File: src/rtl/sel_button_conditioner.sv
// Input stage for data_selector: synchronises A/B, debounces the select
// pushbutton and toggles a registered select on every accepted press.
//
// state        | meaning
// -------------+---------------------------------------------------------
// IDLE         | button released and stable
// PRESS_WAIT   | button seen pressed, counting stable cycles
// PRESSED      | press accepted (PRESS pulsed, SEL toggled), waiting for release
// RELEASE_WAIT | button seen released, counting stable cycles
module sel_button_conditioner #(
    parameter int   SYNC_STAGES     = 2,
    parameter int   DEBOUNCE_CYCLES = 1000000,
    parameter logic SEL_RESET       = 1'b0
) (
    input  logic clk,
    input  logic rst_n,
    input  logic btn_n,
    input  logic a_in,
    input  logic b_in,
    output logic sel,
    output logic a,
    output logic b,
    output logic press
);

    localparam int               CNT_W    = $clog2(DEBOUNCE_CYCLES + 1);
    localparam logic [CNT_W-1:0] CNT_LAST = CNT_W'(DEBOUNCE_CYCLES - 1);

    typedef enum logic [1:0] {
        IDLE         = 2'd0,
        PRESS_WAIT   = 2'd1,
        PRESSED      = 2'd2,
        RELEASE_WAIT = 2'd3
    } state_t;

    state_t                 state;
    logic [CNT_W-1:0]       cnt;
    logic [SYNC_STAGES-1:0] a_sync;
    logic [SYNC_STAGES-1:0] b_sync;
    logic [SYNC_STAGES-1:0] btn_sync;
    logic                   btn;

    // Data synchronisers clear to 0; no filtering, fixed SYNC_STAGES latency.
    always_ff @(posedge clk or negedge rst_n) begin
        if (!rst_n) begin
            a_sync <= '0;
            b_sync <= '0;
        end else begin
            a_sync <= {a_sync[SYNC_STAGES-2:0], a_in};
            b_sync <= {b_sync[SYNC_STAGES-2:0], b_in};
        end
    end

    // Button synchroniser presets to released so reset never looks like a press edge.
    always_ff @(posedge clk or negedge rst_n) begin
        if (!rst_n) begin
            btn_sync <= '1;
        end else begin
            btn_sync <= {btn_sync[SYNC_STAGES-2:0], btn_n};
        end
    end

    assign a   = a_sync[SYNC_STAGES-1];
    assign b   = b_sync[SYNC_STAGES-1];
    assign btn = ~btn_sync[SYNC_STAGES-1];

    // Debounce FSM with its stability counter and the registered SEL/PRESS outputs.
    always_ff @(posedge clk or negedge rst_n) begin
        if (!rst_n) begin
            state <= IDLE;
            cnt   <= '0;
            sel   <= SEL_RESET;
            press <= 1'b0;
        end else begin
            press <= 1'b0;
            case (state)
                IDLE: begin
                    cnt <= '0;
                    if (btn) begin
                        state <= PRESS_WAIT;
                    end
                end
                PRESS_WAIT: begin
                    if (!btn) begin
                        state <= IDLE;
                        cnt   <= '0;
                    end else if (cnt == CNT_LAST) begin
                        state <= PRESSED;
                        cnt   <= '0;
                        press <= 1'b1;
                        sel   <= ~sel;
                    end else begin
                        cnt <= cnt + CNT_W'(1);
                    end
                end
                PRESSED: begin
                    cnt <= '0;
                    if (!btn) begin
                        state <= RELEASE_WAIT;
                    end
                end
                RELEASE_WAIT: begin
                    if (btn) begin
                        state <= PRESSED;
                        cnt   <= '0;
                    end else if (cnt == CNT_LAST) begin
                        state <= IDLE;
                        cnt   <= '0;
                    end else begin
                        cnt <= cnt + CNT_W'(1);
                    end
                end
                default: begin
                    state <= IDLE;
                    cnt   <= '0;
                end
            endcase
        end
    end

endmodule

File: config.mk
export PLATFORM = sky130hd
export DESIGN_NAME = sel_button_conditioner
export DESIGN_NICKNAME = d
export VERILOG_FILES = /design/src/rtl/sel_button_conditioner.sv
export SDC_FILE = /design/constraint.sdc
export NUM_CORES = 1
export LEC_CHECK = 0
export CAP_MARGIN = 20
export CORE_ASPECT_RATIO = 0.7
export CORE_MARGIN = 8
export CORE_UTILIZATION = 57
export CTS_CLUSTER_SIZE = 12
export DETAILED_ROUTE_END_ITERATION = 6
export GPL_TIMING_DRIVEN = 0
export MAX_ROUTING_LAYER = met4
export PLACE_DENSITY = 0.77
export SLEW_MARGIN = 20
export SYNTH_ARGS = -nofsm -noshare
export SYNTH_HDL_FRONTEND = slang
export SYNTH_SLANG_ARGS = --single-unit
File: constraint.sdc
create_clock -name clk -period 2.75 [get_ports clk]
set_input_delay 0.275 -clock clk [delete_from_list [all_inputs] [get_ports clk]]
set_output_delay 0.275 -clock clk [all_outputs]
set_load 0.05 [all_outputs]
==> flow_results.xml, run 1 <==
<?xml version="1.0" encoding="UTF-8"?>
<metrics>
  <group name="drt">
    <metric name="vias" unit="">991</metric>
    <metric name="number_of_vias_per_cell_after_detailed_routing" unit="">5.57</metric>
    <metric name="detail_route.wl_per_cell" unit="um">14.5</metric>
    <metric name="drt_iter0_drc" unit="">44</metric>
    <metric name="drc_errors" unit="">0</metric>
    <metric name="dr.pass1.iters" unit="">4</metric>
    <metric name="antenna_violating_nets_post_route" unit="">0</metric>
    <metric name="finalWirelength" unit="um">2580</metric>
  </group>
  <group name="grt">
    <metric name="initial_antenna_violation_count" unit="">0</metric>
    <metric name="global_route_wire_length_before_repair" unit="um">4380</metric>
    <metric name="first_global_vias" unit="">951</metric>
    <metric name="globalRoute.totalOverflow" unit="">0</metric>
    <metric name="maximum_number_of_pins_on_one_net_before_global_route_repair" unit="">31</metric>
    <metric name="globalRouteTotalUtil" unit="%">14.2</metric>
  </group>
  <group name="synth">
    <metric name="syn_area_per_cell" unit="um2">11.0</metric>
    <metric name="post_synth_instance_area" unit="um2">1390</metric>
    <metric name="netlist_instances" unit="">127</metric>
    <metric name="synth_seq_area_share" unit="%">54.1</metric>
    <metric name="synth_ff_type" unit="">sky130_fd_sc_hd__dfrtp_1</metric>
    <metric name="yosys_register_bits" unit="">30</metric>
    <metric name="synth_async_sr_flop_share" unit="%">100</metric>
    <metric name="ys.warnings.count" unit="">0</metric>
    <metric name="post_synth_main_area_contributors" unit="">sky130_fd_sc_hd__dfrtp_1 50%, sky130_fd_sc_hd__xnor2_1 5.7%, sky130_fd_sc_hd__nor2_1 4.6%</metric>
    <metric name="synthesis.nets" unit="">133</metric>
    <metric name="synth_top_area_share" unit="%">50.4</metric>
    <metric name="number_of_distinct_library_cells_after_synthesis" unit="">33</metric>
    <metric name="number_of_flops_mapped_to_enable_cells_by_yosys" unit="">0</metric>
    <metric name="yosysTopAreaCell" unit="">sky130_fd_sc_hd__dfrtp_1</metric>
  </group>
  <group name="floorplan">
    <metric name="rows" unit="">15</metric>
    <metric name="i_o_pin_count" unit="">9</metric>
    <metric name="design.core.area" unit="um2">2380</metric>
    <metric name="floorplan.initialDensity" unit="%">58.4</metric>
    <metric name="chipHeight" unit="um">57.3</metric>
    <metric name="dieArea" unit="um2">4300</metric>
    <metric name="die_width" unit="um">75.1</metric>
  </group>
  <group name="clock_tree">
    <metric name="clock_path_buffers" unit="">2</metric>
    <metric name="clk_pin_slew" unit="ns">0.09</metric>
    <metric name="post_cts_repair_setup_buffers" unit="">0</metric>
    <metric name="clock_sinks" unit="">30</metric>
    <metric name="clk_root_buffer_cell" unit="">sky130_fd_sc_hd__clkbuf_4</metric>
    <metric name="htree_levels" unit="">2</metric>
    <metric name="cts_inserted_buffers" unit="">5</metric>
    <metric name="clock_insertion_delay_worst_skew" unit="ns">0.33</metric>
    <metric name="tritoncts" unit="">done</metric>
  </group>
  <group name="power">
    <metric name="seq_power_share" unit="%">59.5</metric>
    <metric name="peakVddDrop" unit="V">0.000338</metric>
    <metric name="switching_power" unit="uW">175</metric>
    <metric name="static-leakage-power" unit="uW">0.000624</metric>
    <metric name="power.share.combinational" unit="%">4.7</metric>
    <metric name="internal_power" unit="uW">586</metric>
    <metric name="clkPwrFrac" unit="%">35.8</metric>
    <metric name="switching_share_of_total_power" unit="%">23.0</metric>
    <metric name="cellPowerDensity" unit="nW/um2">482</metric>
  </group>
  <group name="layout">
    <metric name="fin_util" unit="%">66.2</metric>
    <metric name="design.final.nets" unit="">149</metric>
    <metric name="synthToLayoutAreaGrowth" unit="%">13.5</metric>
    <metric name="drive_gt1_share" unit="%">15.3</metric>
    <metric name="fin_area" unit="um2">1580</metric>
    <metric name="antenna_cells_inserted" unit="">0</metric>
  </group>
  <group name="hold_path">
    <metric name="hold_path_class" unit="">input pin to flip-flop</metric>
    <metric name="hold_path.startpoint" unit="">btn_n</metric>
  </group>
  <group name="timing">
    <metric name="worst_slew_pin_slew" unit="ns">0.654</metric>
    <metric name="finClkSkew" unit="ns">0.0123</metric>
    <metric name="number_of_endpoints_failing_setup_at_the_final_stage" unit="">0</metric>
    <metric name="timing.fmax" unit="GHz">0.456</metric>
    <metric name="finalCriticalPeriod" unit="ns">2.19</metric>
    <metric name="fin_hold_ws" unit="ns">0.340</metric>
    <metric name="timing.final.ws_setup" unit="ns">0.559</metric>
    <metric name="slew_hr" unit="%">56.4</metric>
    <metric name="timing.final.crit_share" unit="%">79.7</metric>
    <metric name="final-max-slew-violation-count" unit="">0</metric>
    <metric name="final-hold-violation-count" unit="">0</metric>
    <metric name="grt_setup_unrepaired" unit="">false</metric>
    <metric name="totalNegativeSetupSlack" unit="ns">0</metric>
  </group>
  <group name="run">
    <metric name="maxCapViolCount" unit="">0</metric>
  </group>
  <group name="setup_path">
    <metric name="source_of_the_critical_timing_path" unit="">cnt[0]</metric>
    <metric name="cp.required" unit="ns">2.96</metric>
    <metric name="critical_path.max_fanout" unit="">10</metric>
    <metric name="worst_setup_path_start_kind" unit="">flip-flop</metric>
    <metric name="crit_type" unit="">flip-flop to flip-flop</metric>
    <metric name="arrival" unit="ns">2.41</metric>
    <metric name="critical_path.reg2reg.startpoint" unit="">cnt[0]</metric>
    <metric name="worst_setup_path_end_kind" unit="">flip-flop</metric>
  </group>
  <group name="placed_design">
    <metric name="detailed_place.area" unit="um2">1510</metric>
    <metric name="dp_slack" unit="ns">0.586</metric>
    <metric name="place.port_buffers" unit="">8</metric>
    <metric name="detailedPlacementHpwl" unit="um">1870</metric>
    <metric name="routability_congestion_estimate" unit="">0.844</metric>
  </group>
  <group name="run_status">
    <metric name="status" unit="">finished clean</metric>
  </group>
</metrics>
[power by group through the flow]
stage	sequential [uW]	combinational [uW]	clock, uW
3_5_place_dp	462	35.4	0
3_3_place_gp	461	35.6	0
4_1_cts	453	36.5	283
5_1_grt	454	40.0	300
6_report	453	35.6	272
2_1_floorplan	466	11.0	0
[registers in the layout (all words and copies together), names as in the netlist, named ones only]
| signal | count |
|---|---|
| a_sync | 2 |
| b_sync | 2 |
| btn_sync | 2 |
| cnt | 20 |
| press | 1 |
| sel | 1 |
| state | 1 |
[per-layer routing]
layer,wire [um],up-vias,global-route usage [%]
li1,-,482,-
met1,1170,481,17.2
met2,1250,24,20.1
met3,142,4,6.82
met4,14,0,4.44
met5,0,-,-
[per-stage QoR]
step	std cells	power (uW)
after global placement	169	497
after CTS	178	773
after floorplan	127	477
after detailed placement	169	497
final	178	761
after global routing	178	794
[cell usage in the layout, fill, tap and decap left out, types with 3 or more instances in the layout]
cell type	count
sky130_fd_sc_hd__a21oi_1	6
sky130_fd_sc_hd__and3_1	4
sky130_fd_sc_hd__clkbuf_4	5
sky130_fd_sc_hd__clkdlybuf4s50_1	7
sky130_fd_sc_hd__dfrtp_1	28
sky130_fd_sc_hd__inv_1	6
sky130_fd_sc_hd__nand2_1	5
sky130_fd_sc_hd__nand3_1	6
sky130_fd_sc_hd__nand4_1	6
sky130_fd_sc_hd__nor2_1	17
sky130_fd_sc_hd__nor3_1	3
sky130_fd_sc_hd__o21ai_0	3
sky130_fd_sc_hd__xnor2_1	9
sky130_fd_sc_hd__xor2_1	5
[Yosys cell counts (3+ instances only)]
cell                       n
sky130_fd_sc_hd__a21oi_1   6
sky130_fd_sc_hd__and3_1    4
sky130_fd_sc_hd__dfrtp_1  28
sky130_fd_sc_hd__inv_1     6
sky130_fd_sc_hd__nand2_1   5
sky130_fd_sc_hd__nand3_1   6
sky130_fd_sc_hd__nand4_1   6
sky130_fd_sc_hd__nor2_1   17
sky130_fd_sc_hd__nor3_1    3
sky130_fd_sc_hd__o21ai_0   3
sky130_fd_sc_hd__xnor2_1   9
sky130_fd_sc_hd__xor2_1    5
[kinds of logic (layout without fill, tap and decap cells)]
family                     after synthesis  in the layout  share of synthesized area [%]
and+or+nand+nor                         58             58                           24.6
DFF                                     30             30                           54.1
AOI/OAI and AO/OA                       15             15                           8.00
xor gates and xnor gates                14             14                           8.81
buffers and inverters                    9             26                           3.60
adders and majority gates                1              1                          0.899
[critical path, cell delays in order, from the launching register on]
cell                       delay (ns)
sky130_fd_sc_hd__dfrtp_1         0.41
sky130_fd_sc_hd__ha_1            0.23
sky130_fd_sc_hd__nand3_2         0.19
sky130_fd_sc_hd__or4_4           0.62
sky130_fd_sc_hd__o311ai_4        0.37
sky130_fd_sc_hd__buf_6           0.19
sky130_fd_sc_hd__nor2_1          0.06
[repair_timing]
item,4_1_cts,5_1_grt
endpoints found under the hold margin,28,0
gates resized for setup,0,0
hold buffers,1,0
[worst paths after layout]
kind / slack (ns) / endpoint / depth (start not counted)
setup / recovery: 0.56 / cnt[6] / 6
hold / removal: 0.34 / btn_sync[0] / 1
setup reg to reg: 0.56 / cnt[6] / 6
hold reg to reg: 0.35 / a_sync[1] / 0
max in group asynchronous: 1.81 / cnt[13] / 2
min in group asynchronous: 0.51 / asynchronous set/reset pin / 2
[final cells by class]
| type | count | area, um2 |
|---|---|---|
| plain buffers | 3 | 27.5 |
| clock buffers | 7 | 55.1 |
| clock inverters | 1 | 5.00 |
| fillers | 193 | 805 |
| inverters | 6 | 22.5 |
| multi-input cells | 88 | 588 |
| flip-flops and latches | 30 | 753 |
| well taps | 34 | 42.5 |
| repair buffers | 9 | 85.1 |
Power figures use the tool's default switching activity.
==> run 2: changes to the inputs <==
Clock period 2.75 ns to 2.3 ns, I/O delays scaled along.
==> results of run 2 <==
The final DEF is identical to that of run 1. Status: finished clean.
Among the figures that moved: setup slack after placement 0.586 ns -> 0.136 ns; setup slack after layout 0.559 ns -> 0.109 ns; hold slack 0.340 ns -> 0.295 ns; register-to-register setup slack 0.56 ns -> 0.11 ns; total power 761 uW -> 909 uW; worst IR drop on VDD 0.000338 V -> 0.000404 V
==> patch 1 (flow settings as in run 2) <==
Put a register stage on the outputs `a` and `b`. The values now appear one clock later. The other outputs are not delayed to match. Comments in the files are not updated.
--- a/src/rtl/sel_button_conditioner.sv
+++ b/src/rtl/sel_button_conditioner.sv
@@ -62,4 +62,6 @@
 
-    assign a   = a_sync[SYNC_STAGES-1];
-    assign b   = b_sync[SYNC_STAGES-1];
+    always_ff @(posedge clk) begin
+        a <= a_sync[SYNC_STAGES-1];
+        b <= b_sync[SYNC_STAGES-1];
+    end
     assign btn = ~btn_sync[SYNC_STAGES-1];
Formal check against the unedited RTL: not equivalent (a bounded check fails within 4 cycles, from zero or initial values and one cycle with rst_n low).
==> patch 1 against run 2 <==
Synthesized area is 2.9% higher. Critical path type unchanged. Worst setup slack better by 20 ps. Total power is 4.7% higher. Cell area is 2.9% higher. Worst hold slack better by 13 ps. Critical endpoint is now cnt[19]. Routed wire length is 0.46% lower. Sequential cell count is 2 higher.
==> patch 1: results (changes against run 2) <==
| Metric | Value |
|---|---|
| Worst endpoint data arrival time | 2380 ps (-30 ps) |
| Wire per inst | 14.29 um (-1.6%) |
| Worst vdd ir | 0.3743 mV (-7.4%) |
| R2R Path End | cnt[19] |
| Worst r2r path cells | 5 (-1) |
| Synth Instances | 129 (+1.6%) |
| Critical R2R Launch | cnt[6] |
| Top cells by area, synth | dfrtp_1 (49%), xnor2_1 (5.5%), nor2_1 (4.5%) |
| Final net count | 151 (+1.3%) |
| First-pass GRT wire length | 4.498 mm (+2.7%) |
| Fraction of layout cells with a size suffix above 1 | 0.1438 (-0.008942) |
| Clock Skew | 7.067 ps (-5.226 ps) |
| Vias in the first global route | 971 (+2.1%) |
| Asr flop ratio synth | 0.9375 (-0.06250) |
| Reg2Reg Setup Slack | 130 ps (+20 ps) |
| M1 GR Usage | 0.1831 (+0.01093) |
| Leak pwr | 0.0006378 uW (+2.3%) |
| Syn_nets | 135 (+1.5%) |
| Worst-Margin Slew | 642.5 ps (-11.25 ps) |
| Number of distinct library cells after synthesis | 34 (+3.0%) |
| Outcome | complete, no violations |
| Met2 global-route usage | 0.1910 (-0.01048) |
| GPL Wtd Cong | 0.8560 (+1.4%) |
| Dpl cells | 171 (+1.2%) |
| Starting DRT DRC Count | 61 (+39%) |
-- patch 1: final cells by class --
type,count,area share
flip-flops and latches,32,0.4881
plain buffers,3,0.01694
repair buffers,9,0.05235
well taps,34,0.02617
inverters,6,0.01386
multi-input cells,88,0.3664
clock buffers,8,0.03618
-- patch 1: how the worst max path moves through the flow --
stage,startpoint,to
finish,cnt[6],cnt[19]
global route,cnt[0],cnt[3]
CTS,cnt[0],cnt[19]
detailed placement,cnt[0],cnt[19]
global placement,cnt[6],cnt[19]
floorplan,cnt[6],cnt[19]
-- patch 1: kinds of logic (layout without fill, tap and decap cells) --
kind of cell / count (synthesis) / after routing / synth area share
AO/OA/AOI/OAI: 15 / 15 / 0.07780
XOR/XNOR: 14 / 14 / 0.08567
AND/OR/NAND/NOR: 58 / 58 / 0.2386
buffers and inverters: 9 / 26 / 0.03496
flip-flops: 32 / 32 / 0.5542
adder cells (fa/ha/maj): 1 / 1 / 0.008740
-- patch 1: power by group through the flow --
stage	logic [uW]	registers, uW	clock network (uW)
finish	42.4	579	331
global route	47.2	580	362
CTS	43.8	579	346
detailed placement	42.5	590	0
global placement	42.6	589	0
floorplan	13.2	595	0
-- patch 1: stage by stage --
step                      hold slack (ps)  worst slack, ps  utilization  total power (uW)  instance area [um^2]
after floorplan                    -65.59            273.7            -             608.4                  1431
after global placement              324.6            178.0       0.6419             631.5                  1554
after detailed placement            294.8            116.1       0.6398             632.6                  1549
after CTS                           299.1            98.17       0.6682             968.8                  1618
after global routing                304.1            41.96       0.6713             989.0                  1625
final                               307.9            129.0       0.6713             952.2                  1625
-- patch 1: per-layer routing --
| metal | part of all wire | up-vias |
|---|---|---|
| li1 | - | 489 |
| met1 | 0.46 | 472 |
| met2 | 0.47 | 21 |
| met3 | 0.049 | 8 |
| met4 | 0.021 | 0 |
| met5 | 0 | - |
==> patch 2 (settings of run 2) <==
Made on the original files. Change the parameter `DEBOUNCE_CYCLES` from 1000000 to 500000.
--- a/src/rtl/sel_button_conditioner.sv
+++ b/src/rtl/sel_button_conditioner.sv
@@ -11,3 +11,3 @@
     parameter int   SYNC_STAGES     = 2,
-    parameter int   DEBOUNCE_CYCLES = 1000000,
+    parameter int   DEBOUNCE_CYCLES = 500000,
     parameter logic SEL_RESET       = 1'b0
Behaviour: same outputs for any inputs over 10 cycles, from zero or initial values and one cycle with rst_n low; that may be too few to reach the edited logic, so the function may still have changed.
==> patch 2 against run 2 <==
Total power decreased by 6.0%. Routed wire length decreased by 7.0%. Largest cell class unchanged. Worst setup slack improved by 110 ps. Utilization up 2.4 points. Critical path depth shrank 1. Synthesized area is 5.6% lower. Non-clock buffer count down 1. Sequential cell count fell by 1. Cell area is 5.6% lower. Die area shrank 4.2%.
==> patch 2: results (changes against run 2) <==
| Metric | Value |
|---|---|
| Internal power | 651.9 uW (-6.9%) |
| Clock root cell | clkbuf_4 |
| Vias in the first global route | 924 (-2.8%) |
| Fill cell count | 177 (-8.3%) |
| Largest register FFs | 19 (-5.0%) |
| Fraction of layout cells with a size suffix above 1 | 0.1168 (-0.03599) |
| Detail Placement HPWL | 1.669 mm (-11%) |
| First-pass GRT wire length | 4.146 mm (-5.4%) |
| Starting DRT DRC Count | 88 (+100%) |
| Placed inst area | 1429 um^2 (-5.3%) |
| H-tree level count | 2 (unchanged) |
| Worst-path clk slew | 90 ps (about the same) |
| Pin count of the biggest net entering global routing | 30 (-3.2%) |
| Final WL | 2.403 mm (-7.0%) |
| Worst vdd ir | 0.4042 mV (about the same) |
| Reg2Reg Setup Slack | 220 ps (+110 ps) |
| Number of distinct library cells after synthesis | 27 (-18%) |
| Antenna violations before repair | 0 (unchanged) |
| Top cells by area, synth | dfrtp_1 (51%), xnor2_1 (11%), nor2_1 (6.0%) |
| Main synth FF type | dfrtp_1 |
| CP max FO | 8 (-2) |
| Syn_nets | 126 (-5.3%) |
| CTS Hold Buffers Added | 1 (unchanged) |
| Relative slew slack | 0.5388 (-0.02537) |
| Vias per inst | 5.473 (-1.7%) |
| Worst endpoint data arrival time | 2300 ps (-110 ps) |
| Clock Skew | 7.254 ps (-5.039 ps) |
| Final net count | 142 (-4.7%) |
| Warnings, synthesis | 0 (unchanged) |
| GPL Wtd Cong | 0.8588 (+1.8%) |
| Commonest cells in the synthesized netlist | dfrtp_1 (27), nor2_1 (21), xnor2_1 (16) |
| Max Root-Sink Buffers | 2 (unchanged) |
| Final Hold Fails | 0 (unchanged) |
| Final Max Tran Viols | 0 (unchanged) |
| Outcome | complete, no violations |
| Register area share after synthesis | 0.5543 (+0.01292) |
| Tot GR Track Use | 0.1386 (-0.003277) |
| Leak pwr | 0.0006104 uW (-2.1%) |
| Port buffer count | 8 (unchanged) |
| First drt pass iteration count | 4 (unchanged) |
| Worst-Skew Late Latency | 330 ps (about the same) |
| # diodes | 0 (unchanged) |
patch 2: final cells by class:
| type | count | area [um^2] | area share |
|---|---|---|---|
| sequential | 29 | 728.2 | 0.4887 |
| multi-input combinational | 80 | 520.5 | 0.3493 |
| timing repair buffer | 9 | 85.08 | 0.05709 |
| clock buffer | 6 | 41.29 | 0.02771 |
| tap | 32 | 40.04 | 0.02687 |
| inverter | 9 | 33.78 | 0.02267 |
| buffer | 2 | 31.28 | 0.02099 |
| clock inverter | 2 | 10.01 | 0.006717 |
patch 2: per-layer routing:
| layer | global-route usage | part of all wire |
|---|---|---|
| met1 | 0.1652 | 0.44 |
| met3 | 0.05396 | 0.067 |
| met4 | 0.1190 | 0.037 |
| met5 | - | 0 |
| met2 | 0.1753 | 0.45 |
patch 2: cell families after synthesis:
| kind of cell | share of synthesized area |
|---|---|
| simple gates | 0.2381 |
| flops | 0.5543 |
| xor+xnor | 0.1133 |
| buf+inv | 0.04952 |
| compound gates | 0.02762 |
| mux | 0.007619 |
| fa+ha+maj | 0.009522 |
patch 2: final timing paths:
path | cells past startpoint | endpoint | from
max | 5 | cnt[18] | cnt[1]
min | 1 | btn_sync[0] | btn_n
max reg2reg | 5 | cnt[18] | cnt[1]
min reg2reg | 0 | btn_sync[1] | btn_sync[0]
max in group asynchronous | 2 | cnt[15] | rst_n
min in group asynchronous | 2 | cnt[3] | rst_n
patch 2: through the flow:
| stage | cells | setup slack, ps | hold slack, ps | power [uW] |
|---|---|---|---|---|
| after floorplan | 120 | 483.0 | -65.59 | 553.1 |
| after detailed placement | 160 | 316.0 | 280.2 | 576.4 |
| after CTS | 169 | 240.3 | 286.4 | 865.3 |
| final | 169 | 216.6 | 303.7 | 855.1 |
| after global routing | 169 | 123.9 | 281.6 | 897.9 |
| after global placement | 160 | 342.2 | 332.5 | 575.7 |
patch 2: critical path, cell delays in order (launching register included):
cell,delay [ps]
dfrtp_1,400
ha_1,210
nand3_2,220
nor4_1,690
nor3_1,90
o311a_1,370
patch 2: power groups by stage:
stage,Clock (uW),Combinational (uW),Sequential [uW]
after floorplan,0,14.2,539
after global placement,0,43.1,533
final,289,43.1,523
after CTS,298,44.5,523
after global routing,325,48.4,524
after detailed placement,0,43.1,533
